===== config.mk =====
export PLATFORM = sky130hd
export DESIGN_NAME = mem_access_stage_flat
export DESIGN_NICKNAME = d
export VERILOG_FILES = /design/src/rtl/mem_access_stage_if.sv /design/src/rtl/mem_access_stage.sv /design/src/flat_wrapper.sv
export SDC_FILE = /design/constraint.sdc
export NUM_CORES = 1
export LEC_CHECK = 0
export ABC_AREA = 1
export CAP_MARGIN = 20
export CORE_MARGIN = 3
export CORE_UTILIZATION = 50
export DETAILED_ROUTE_END_ITERATION = 8
export PLACE_DENSITY = 0.87
export SLEW_MARGIN = 30
export SYNTH_ARGS = -nofsm -noshare
export SYNTH_HDL_FRONTEND = slang
export SYNTH_SLANG_ARGS = --single-unit

===== constraint.sdc =====
create_clock -name clk -period 3.1 [get_ports clk]
set_input_delay 0.775 -clock clk [delete_from_list [all_inputs] [get_ports clk]]
set_output_delay 0.775 -clock clk [all_outputs]
set_load 0.02 [all_outputs]

===== src/rtl/mem_access_stage_if.sv =====
// Data-memory valid/ready port between the MEM stage (master) and data memory (slave).
interface mem_access_stage_if;
    localparam int unsigned ADDR_W = 32;
    localparam int unsigned DATA_W = 32;
    localparam int unsigned BE_W   = 4;

    logic              dmem_req;
    logic              dmem_we;
    logic [ADDR_W-1:0] dmem_addr;
    logic [DATA_W-1:0] dmem_wdata;
    logic [BE_W-1:0]   dmem_be;
    logic              dmem_ready;
    logic [DATA_W-1:0] dmem_rdata;

    modport master (
        output dmem_req, dmem_we, dmem_addr, dmem_wdata, dmem_be,
        input  dmem_ready, dmem_rdata
    );

    modport slave (
        input  dmem_req, dmem_we, dmem_addr, dmem_wdata, dmem_be,
        output dmem_ready, dmem_rdata
    );
endinterface


===== src/rtl/mem_access_stage.sv =====
// MEM stage: issues load/store transactions on the data-memory port, aligns and
// extends load data, and holds the MEM/WB pipeline register.
module mem_access_stage #(
    parameter int unsigned TIMEOUT = 255
) (
    input  logic        clk,
    input  logic        rst,
    input  logic [31:0] ex_alu_out,
    input  logic [31:0] ex_store_data,
    input  logic [4:0]  ex_rd,
    input  logic        ex_reg_write,
    input  logic        ex_mem_to_reg,
    input  logic        ex_mem_write,
    input  logic        ex_mem_read,
    input  logic [2:0]  ex_funct3,
    output logic        mem_stall,
    mem_access_stage_if.master dmem,
    output logic [31:0] wb_data,
    output logic [4:0]  wb_rd,
    output logic        wb_reg_write,
    output logic        access_fault,
    output logic        bus_err
);
    localparam int unsigned CNT_W = 8;

    typedef enum logic {IDLE, BUSY} state_t;

    state_t            state, state_nxt;
    logic [CNT_W-1:0]  cnt, cnt_nxt;
    logic              req, req_nxt, we, we_nxt;
    logic [31:0]       addr, addr_nxt, wdata, wdata_nxt;
    logic [3:0]        be, be_nxt;
    logic [1:0]        lo, lo_nxt;
    logic [2:0]        f3, f3_nxt;
    logic [4:0]        rd, rd_nxt;
    logic              rw, rw_nxt, m2r, m2r_nxt;
    logic [31:0]       wb_data_nxt;
    logic [4:0]        wb_rd_nxt;
    logic              wb_reg_write_nxt, fault_nxt, err_nxt;

    logic              is_load, mem_op, funct_ok, misaligned, legal_op, fault_op, timeout_hit;
    logic [31:0]       st_wdata, ld_data;
    logic [3:0]        st_be;
    logic [7:0]        lane_b;
    logic [15:0]       lane_h;

    // Access classification of the instruction sitting in EX/MEM
    always_comb begin
        is_load    = ex_mem_read & ~ex_mem_write;
        mem_op     = ex_mem_read ^ ex_mem_write;
        funct_ok   = 1'b0;
        misaligned = 1'b0;
        case (ex_funct3)
            3'b000:         funct_ok = 1'b1;
            3'b001:         begin funct_ok = 1'b1; misaligned = ex_alu_out[0]; end
            3'b010:         begin funct_ok = 1'b1; misaligned = |ex_alu_out[1:0]; end
            3'b100:         funct_ok = is_load;
            3'b101:         begin funct_ok = is_load; misaligned = ex_alu_out[0]; end
            default:        funct_ok = 1'b0;
        endcase
        legal_op    = mem_op & funct_ok & ~misaligned;
        fault_op    = (ex_mem_read & ex_mem_write) | (mem_op & ~legal_op);
        timeout_hit = (cnt == CNT_W'(TIMEOUT - 1));
    end

    // Store lane replication and byte enables
    always_comb begin
        st_wdata = ex_store_data;
        st_be    = 4'b1111;
        case (ex_funct3[1:0])
            2'b00:   begin st_wdata = {4{ex_store_data[7:0]}};  st_be = 4'b0001 << ex_alu_out[1:0]; end
            2'b01:   begin st_wdata = {2{ex_store_data[15:0]}}; st_be = ex_alu_out[1] ? 4'b1100 : 4'b0011; end
            default: begin st_wdata = ex_store_data;            st_be = 4'b1111; end
        endcase
    end

    // Load lane extraction and extension using the captured access
    always_comb begin
        lane_b = 8'(dmem.dmem_rdata >> {lo, 3'b000});
        lane_h = lo[1] ? dmem.dmem_rdata[31:16] : dmem.dmem_rdata[15:0];
        case (f3)
            3'b000:  ld_data = {{24{lane_b[7]}}, lane_b};
            3'b001:  ld_data = {{16{lane_h[15]}}, lane_h};
            3'b100:  ld_data = {24'b0, lane_b};
            3'b101:  ld_data = {16'b0, lane_h};
            default: ld_data = dmem.dmem_rdata;
        endcase
    end

    always_ff @(posedge clk) begin
        if (!rst) state <= IDLE;
        else      state <= state_nxt;
    end

    // Next state, bus fields and MEM/WB contents
    always_comb begin
        state_nxt        = state;
        cnt_nxt          = cnt;
        req_nxt          = req;
        we_nxt           = we;
        addr_nxt         = addr;
        wdata_nxt        = wdata;
        be_nxt           = be;
        lo_nxt           = lo;
        f3_nxt           = f3;
        rd_nxt           = rd;
        rw_nxt           = rw;
        m2r_nxt          = m2r;
        wb_data_nxt      = wb_data;
        wb_rd_nxt        = wb_rd;
        wb_reg_write_nxt = wb_reg_write;
        fault_nxt        = 1'b0;
        err_nxt          = 1'b0;
        mem_stall        = 1'b0;

        case (state)
            IDLE: begin
                cnt_nxt = '0;
                if (legal_op) begin
                    state_nxt        = BUSY;
                    req_nxt          = 1'b1;
                    we_nxt           = ~is_load;
                    addr_nxt         = {ex_alu_out[31:2], 2'b00};
                    wdata_nxt        = is_load ? 32'h0 : st_wdata;
                    be_nxt           = is_load ? 4'b0000 : st_be;
                    lo_nxt           = ex_alu_out[1:0];
                    f3_nxt           = ex_funct3;
                    rd_nxt           = ex_rd;
                    rw_nxt           = ex_reg_write;
                    m2r_nxt          = ex_mem_to_reg;
                    wb_data_nxt      = '0;
                    wb_rd_nxt        = '0;
                    wb_reg_write_nxt = 1'b0;
                    mem_stall        = 1'b1;
                end else if (fault_op) begin
                    fault_nxt        = 1'b1;
                    wb_data_nxt      = '0;
                    wb_rd_nxt        = '0;
                    wb_reg_write_nxt = 1'b0;
                end else begin
                    wb_data_nxt      = ex_alu_out;
                    wb_rd_nxt        = ex_rd;
                    wb_reg_write_nxt = ex_reg_write;
                end
            end
            BUSY: begin
                if (dmem.dmem_ready) begin
                    state_nxt        = IDLE;
                    req_nxt          = 1'b0;
                    cnt_nxt          = '0;
                    wb_data_nxt      = m2r ? ld_data : {addr[31:2], lo};
                    wb_rd_nxt        = rd;
                    wb_reg_write_nxt = rw;
                end else if (timeout_hit) begin
                    state_nxt        = IDLE;
                    req_nxt          = 1'b0;
                    cnt_nxt          = '0;
                    err_nxt          = 1'b1;
                    wb_data_nxt      = '0;
                    wb_rd_nxt        = '0;
                    wb_reg_write_nxt = 1'b0;
                end else begin
                    cnt_nxt          = cnt + CNT_W'(1);
                    mem_stall        = 1'b1;
                end
            end
            default: state_nxt = IDLE;
        endcase

        if (!rst) mem_stall = 1'b0;
    end

    always_ff @(posedge clk) begin
        if (!rst) begin
            cnt          <= '0;
            req          <= 1'b0;
            we           <= 1'b0;
            addr         <= '0;
            wdata        <= '0;
            be           <= '0;
            lo           <= '0;
            f3           <= '0;
            rd           <= '0;
            rw           <= 1'b0;
            m2r          <= 1'b0;
            wb_data      <= '0;
            wb_rd        <= '0;
            wb_reg_write <= 1'b0;
            access_fault <= 1'b0;
            bus_err      <= 1'b0;
        end else begin
            cnt          <= cnt_nxt;
            req          <= req_nxt;
            we           <= we_nxt;
            addr         <= addr_nxt;
            wdata        <= wdata_nxt;
            be           <= be_nxt;
            lo           <= lo_nxt;
            f3           <= f3_nxt;
            rd           <= rd_nxt;
            rw           <= rw_nxt;
            m2r          <= m2r_nxt;
            wb_data      <= wb_data_nxt;
            wb_rd        <= wb_rd_nxt;
            wb_reg_write <= wb_reg_write_nxt;
            access_fault <= fault_nxt;
            bus_err      <= err_nxt;
        end
    end

    assign dmem.dmem_req   = req;
    assign dmem.dmem_we    = we;
    assign dmem.dmem_addr  = addr;
    assign dmem.dmem_wdata = wdata;
    assign dmem.dmem_be    = be;
endmodule


===== src/flat_wrapper.sv =====
// flat-port wrapper written by rule: the top's interface ports become plain ports
module mem_access_stage_flat 
#(
    parameter int unsigned TIMEOUT = 255
)
  (clk, rst, ex_alu_out, ex_store_data, ex_rd, ex_reg_write, ex_mem_to_reg, ex_mem_write, ex_mem_read, ex_funct3, mem_stall, wb_data, wb_rd, wb_reg_write, access_fault, bus_err, dmem_dmem_req, dmem_dmem_we, dmem_dmem_addr, dmem_dmem_wdata, dmem_dmem_be, dmem_dmem_ready, dmem_dmem_rdata);
  mem_access_stage_if dmem_i ();
  input  logic clk;
  input  logic rst;
  input  logic [31:0] ex_alu_out;
  input  logic [31:0] ex_store_data;
  input  logic [4:0] ex_rd;
  input  logic ex_reg_write;
  input  logic ex_mem_to_reg;
  input  logic ex_mem_write;
  input  logic ex_mem_read;
  input  logic [2:0] ex_funct3;
  output logic mem_stall;
  output logic [31:0] wb_data;
  output logic [4:0] wb_rd;
  output logic wb_reg_write;
  output logic access_fault;
  output logic bus_err;
  output wire logic [$bits(dmem_i.dmem_req)-1:0] dmem_dmem_req;
  output wire logic [$bits(dmem_i.dmem_we)-1:0] dmem_dmem_we;
  output wire logic [$bits(dmem_i.dmem_addr)-1:0] dmem_dmem_addr;
  output wire logic [$bits(dmem_i.dmem_wdata)-1:0] dmem_dmem_wdata;
  output wire logic [$bits(dmem_i.dmem_be)-1:0] dmem_dmem_be;
  input wire logic [$bits(dmem_i.dmem_ready)-1:0] dmem_dmem_ready;
  input wire logic [$bits(dmem_i.dmem_rdata)-1:0] dmem_dmem_rdata;
  assign dmem_dmem_req = dmem_i.dmem_req;
  assign dmem_dmem_we = dmem_i.dmem_we;
  assign dmem_dmem_addr = dmem_i.dmem_addr;
  assign dmem_dmem_wdata = dmem_i.dmem_wdata;
  assign dmem_dmem_be = dmem_i.dmem_be;
  assign dmem_i.dmem_ready = dmem_dmem_ready;
  assign dmem_i.dmem_rdata = dmem_dmem_rdata;
  mem_access_stage #(.TIMEOUT(TIMEOUT)) u_core (.clk(clk), .rst(rst), .ex_alu_out(ex_alu_out), .ex_store_data(ex_store_data), .ex_rd(ex_rd), .ex_reg_write(ex_reg_write), .ex_mem_to_reg(ex_mem_to_reg), .ex_mem_write(ex_mem_write), .ex_mem_read(ex_mem_read), .ex_funct3(ex_funct3), .mem_stall(mem_stall), .dmem(dmem_i), .wb_data(wb_data), .wb_rd(wb_rd), .wb_reg_write(wb_reg_write), .access_fault(access_fault), .bus_err(bus_err));
endmodule

==> results.yml, run 1 <==
critical_path:
  crit_slowest_cell: "clkdlybuf4s50_1"
  crit_path_end_kind: "primary output"
  worst-path-buf-inv: 3
  r2r-start: "u_core.lo[1]"
  cp-start-kind: "input pin"
  cp-startpoint: "ex_mem_write"
  cp_max_fo: 2
  max_stage_delay_ns: 0.48
  worst-setup-path-type: "input pin to primary output"
  crit_required_ns: 2.32
  path_delay_family: "buffers and inverters"
  cp.arrival_ns: 2.25
  path_cells: "clkdlybuf4s50_1, inv_1, ha_1, nor2_4, nand2_1, a21oi_2, buf_2"
sta:
  hold_viol_final: 0
  finalSetupViolCount: 0
  maxSlewViolCount: 0
  fmax_ghz: 0.331
  timing.hold.ws_ns: 0.463
  period_needed_ns: 3.02
  fin_tns_setup_ns: 0
  relSlewSlack: 0.586
  worst_pin_slew_ns: 0.620
  skew_ns: 0.00672
  rsz0062_at_grt: "no"
  fin_crit_sh: 0.975
flow_run:
  cap_violations: 0
cells_and_area:
  nFillCells: 1003
  finalNetCount: 1313
  drive_gt1_frac: 0.0859
  area.growth.synth_to_final_pct: 45.6
  fin_area_mm2: 0.00951
  regArea_mm2: 0.00258
  multi_input_area_mm2: 0.00328
  num_antenna_cells: 0
routing:
  drt-total-wl_um: 21900
  drt_iter0_drc: 763
  dr.pass1.iters: 5
  num_vias: 7233
  via_per_inst: 5.23
  antenna_left: 0
  drc_errors: 0
  post_drt_wl_per_cell_um: 15.8
cts:
  numCtsBuffers: 17
  path_clk_slew_ns: 0.05
  clk-insertion-delay-late_ns: 0.43
  cts_tree: "yes"
  clock_sinks: 129
  cts-resized-gates: 5
  cts_hold_buf: 0
  cts_root_buffer: "clkbuf_16"
  post_cts_buffers: 0
  cts_max_path_buffers: 2
  htree_levels: 4
grt:
  grtUsageTotal: 0.299
  grt-ovfl-total: 0
  grt_pass1_wl_um: 34200
  use_met1: 0.362
  grt_max_degree: 77
  grt_use_met3: 0.0987
  antenna_found_initial: 0
  grt.busiest_layer: "met2"
  grtUsageMet2: 0.496
  grt_pass1_vias: 6748
min_path:
  hold_start: "u_core.dmem.dmem_be[1]"
  hold_path.class: "flop to flop"
pwr:
  swShare: 0.275
  p_per_area_mw_per_mm2: 522
  p_leak_uw: 0.00376
  pwr-share-clk: 0.436
  pwr-share-seq: 0.363
  vdd_drop_max_mv: 0.380
  power_uw: 4960
  p_comb_frac: 0.201
  p_int_uw: 3600
  switchingPower_uw: 1370
status:
  outcome: "finished clean"
floorplan:
  start_util: 0.515
  die-area_mm2: 0.0145
  std_cell_rows: 41
  ios: 222
  die_h_um: 120
  coreArea_mm2: 0.0127
  die_w_um: 120
place:
  port_buffers: 219
  place.gp.congestion: 0.900
  place_area_mm2: 0.00886
  dp_hpwl_um: 15000
synthesis:
  synth_cell_types: 38
  ys_seq_area_frac: 0.395
  synthTopCellsByArea: "dfxtp_1 (40%), nand2_1 (20%), a21oi_1 (9.7%)"
  synth_top_area_cell: "dfxtp_1"
  synth-warning-count: 0
  postSynthCellCount: 995
  syn_avg_cell_area_um2: 6.56
  async_flop_share: 0
  syn_area_mm2: 0.00653
  ys_top_cells_by_count: "nand2_1 (350), dfxtp_1 (129), a21oi_1 (127), inv_1 (92), nor2_1 (81)"
  synth_seq_cells: 129
  yosysMostFrequentCell: "nand2_1"
  ys.flop_type: "dfxtp_1"
  synth_top_cell_area_share: 0.395
  synth_edf_count: 0
-- layout by cell type, fill, tap and decap left out, drive strengths merged, types with 3 or more instances in the layout --
cell type      count
inv              100
a22oi              6
clkbuf            25
nor2              84
ha                 4
clkdlybuf4s50    218
bufinv             3
a211oi            14
nor3               6
nand3             32
o21ai             47
dfxtp            129
a21oi            127
or2               16
o211ai             3
nand2            352
buf               24
-- worst paths after layout --
check | to | slack, ns | depth (start not counted)
worst max-delay path | mem_stall | 0.08 | 7
worst min-delay path | u_core.dmem.dmem_be[1] | 0.46 | 2
worst max register to register | u_core.wb_data[19] | 1.00 | 9
worst min register to register | u_core.dmem.dmem_be[1] | 0.46 | 2
-- stage by stage --
stage | setup slack (ns) | utilization | instances
after floorplan | 0.501 | - | 996
after global placement | -0.362 | 0.699 | 1351
after detailed placement | -0.394 | 0.699 | 1351
after CTS | 0.0698 | 0.750 | 1383
after global routing | 0.0325 | 0.750 | 1383
final | 0.0787 | 0.750 | 1383
-- cells by family (layout without fill, tap and decap cells) --
group | Yosys count | count (layout) | share of synthesized area
AOI/OAI and AO/OA | 202 | 202 | 0.178
buffers and inverters | 159 | 374 | 0.105
other | 1 | 2 | 0.000574
xor gates and xnor gates | 3 | 3 | 0.00402
DFF | 129 | 129 | 0.395
and+or+nand+nor | 497 | 497 | 0.309
adders and majority gates | 4 | 4 | 0.00766
-- flip-flops by register name (all words and copies together) (netlist names), 2 cells and up --
name,cells
u_core.cnt,8
u_core.dmem.dmem_addr,30
u_core.dmem.dmem_be,4
u_core.dmem.dmem_wdata,32
u_core.f3,3
u_core.lo,2
u_core.rd,5
u_core.wb_data,32
u_core.wb_rd,5
-- layer usage --
layer / vias up / share of wire
li1: 3552 / -
met1: 3274 / 0.40
met2: 362 / 0.48
met3: 45 / 0.10
met4: 0 / 0.021
met5: - / 0
-- tightest hold or removal path, delay by kind of cell, from the launching register on --
family / cells / cell delay, ns
AO/OA/AOI/OAI: 1 / 0.05
AND/OR/NAND/NOR: 1 / 0.06
flip-flops: 1 / 0.30
-- power groups by stage --
stage,Clock [uW],Combinational (uW),Sequential [uW]
floorplan,0,453,1920
global placement,0,970,1840
detailed placement,0,979,1840
CTS,2180,991,1800
global route,2250,1080,1810
finish,2160,997,1800
-- layout make-up --
cell class / count / area share
clock inverters: 7 / 0.0125
inverters: 100 / 0.0396
clock buffers: 25 / 0.0553
flip-flops and latches: 129 / 0.272
well taps: 172 / 0.0226
repair buffers: 242 / 0.254
multi-input cells: 708 / 0.345
Power figures use the tool's default switching activity.
==> run 2: changes to the inputs <==
Settings changed: CTS_CLUSTER_SIZE set to 14.
==> results of run 2 <==
The final DEF is identical to that of run 1; final timing and power are the same.
==> run 3: changes to the inputs <==
Clock period 3.1 ns to 3.65 ns, I/O delays scaled along.
==> run 3 against run 2 <==
Non-clock buffer count shrank 3. Clock power shrank 9%. Combinational power shrank 16%. Clock-buffer cell count shrank 8. Sequential cell count is the same.
==> results.yml, run 3 (synthesized netlist as in run 1, its figures left out) <==
cts:
  cts-resized-gates: 1
  cts_hold_buf: 0
  post_cts_buffers: 0
  path_clk_slew_ns: 0.06
  cts_root_buffer: "clkbuf_16"
  cts_tree: "yes"
  numCtsBuffers: 17
  cts_max_path_buffers: 2
  clk-insertion-delay-late_ns: 0.43
  clock_sinks: 129
  htree_levels: 4
routing:
  post_drt_wl_per_cell_um: 15.5
  drt_iter0_drc: 670
  num_vias: 7180
  drt-total-wl_um: 21400
  antenna_left: 0
  via_per_inst: 5.20
  dr.pass1.iters: 5
  drc_errors: 0
sta:
  fin_crit_sh: 0.930
  finalSetupViolCount: 0
  worst_pin_slew_ns: 0.713
  maxSlewViolCount: 0
  relSlewSlack: 0.524
  fmax_ghz: 0.294
  hold_viol_final: 0
  skew_ns: 0.0102
  period_needed_ns: 3.40
  rsz0062_at_grt: "no"
  final.setup.worst_slack_ns: 0.254
floorplan:
  die_w_um: 120
  std_cell_rows: 41
  ios: 222
  coreArea_mm2: 0.0127
  die-area_mm2: 0.0145
  die_h_um: 120
  start_util: 0.515
critical_path:
  worst-setup-path-type: "input pin to primary output"
  cp.arrival_ns: 2.48
  crit_slowest_cell: "clkdlybuf4s50_1"
  max_stage_delay_ns: 0.48
  path_cells: "clkdlybuf4s50_1, inv_1, ha_1, nor2_2, nand2_1, a21oi_1, dlygate4sd2_1"
  cp_max_fo: 2
  crit_path_end_kind: "primary output"
  crit_required_ns: 2.74
  cp-start-kind: "input pin"
cells_and_area:
  drive_gt1_frac: 0.0828
  final_cell_mix: "nand2_1 (350), clkdlybuf4s50_1 (218), dfxtp_1 (129)"
  num_antenna_cells: 0
  area.growth.synth_to_final_pct: 45.3
  finalNetCount: 1310
  final_util: 0.749
  layout_commonest_cell: "nand2_1"
  instances_no_fill: 1380
grt:
  grt_pass1_wl_um: 34100
  grt-ovfl-total: 0
  grtUsageTotal: 0.293
  grt_pass1_vias: 7053
  grt_max_degree: 66
  antenna_found_initial: 0
pwr:
  pwr-share-clk: 0.454
  p_per_area_mw_per_mm2: 457
  switchingPower_uw: 1200
  p_int_uw: 3140
  vdd_drop_max_mv: 0.356
  swShare: 0.276
  p_leak_uw: 0.00375
  pwr-share-seq: 0.353
  p_comb_frac: 0.193
place:
  dp_hpwl_um: 14900
  place.gp.congestion: 0.906
  port_buffers: 219
  pre_cts_ws_ns: -0.0284
  dpl.cell_count: 1348
status:
  outcome: "finished clean"
flow_run:
  cap_violations: 0
min_path:
  hold_path.class: "flop to flop"
==> run 3: cell count changes in the layout (fill, tap and decap cells not counted), sizes merged <==
cell,previous run,this run
dlygate4sd2,0,1
inv,100,102
clkinv,2,5
bufinv,3,6
clkbuf,25,17
buf,24,20
==> run 3: area by class of cell <==
| class | count | area [um2] |
|---|---|---|
| Clock buffer | 17 | 425 |
| Multi-Input combinational cell | 708 | 3270 |
| Timing Repair Buffer | 239 | 2370 |
| Clock inverter | 15 | 255 |
| Tap cell | 172 | 215 |
| Inverter | 100 | 377 |
| Sequential cell | 129 | 2580 |
| Fill cell | 962 | 3180 |
==> run 3: power groups by stage <==
| stage | logic [uW] | registers (uW) | clock network [uW] |
|---|---|---|---|
| final | 834 | 1530 | 1970 |
| after global routing | 906 | 1540 | 2040 |
| after CTS | 833 | 1530 | 1980 |
| after detailed placement | 825 | 1560 | 0 |
| after global placement | 815 | 1560 | 0 |
| after floorplan | 385 | 1630 | 0 |
==> run 3: per-stage QoR <==
stage / hold WS [ns] / setup TNS [ns] / area (um2) / power, uW
floorplan: 0.439 / 0 / 6530 / 2010
global placement: 0.441 / -0.0114 / 8810 / 2370
detailed placement: 0.447 / -0.0284 / 8810 / 2380
CTS: 0.462 / 0 / 9490 / 4340
global route: 0.489 / 0 / 9490 / 4490
finish: 0.465 / 0 / 9490 / 4330
==> run 3: routing by layer <==
metal  share of wire  routed length, um  global-route usage
met5               0                  0                   0
met4           0.027                586               0.115
met3            0.10               2150               0.105
met2            0.48              10300               0.500
met1            0.39               8370               0.335
==> run 3: final timing paths <==
path | start | slack, ns | cells after the start | end
setup / recovery | ex_mem_write | 0.25 | 7 | mem_stall
hold / removal | u_core.dmem.dmem_be[0] | 0.46 | 2 | u_core.dmem.dmem_be[0]
setup reg to reg | u_core.lo[1] | 1.55 | 9 | u_core.wb_data[19]
hold reg to reg | u_core.dmem.dmem_be[0] | 0.46 | 2 | u_core.dmem.dmem_be[0]
==> run 3: critical path: cells and delay by family <==
kind                     cells  cell delay (ns)
AO/OA/AOI/OAI                1             0.17
adder cells (fa/ha/maj)      1             0.31
buffers and inverters        3             0.88
AND/OR/NAND/NOR              2             0.21
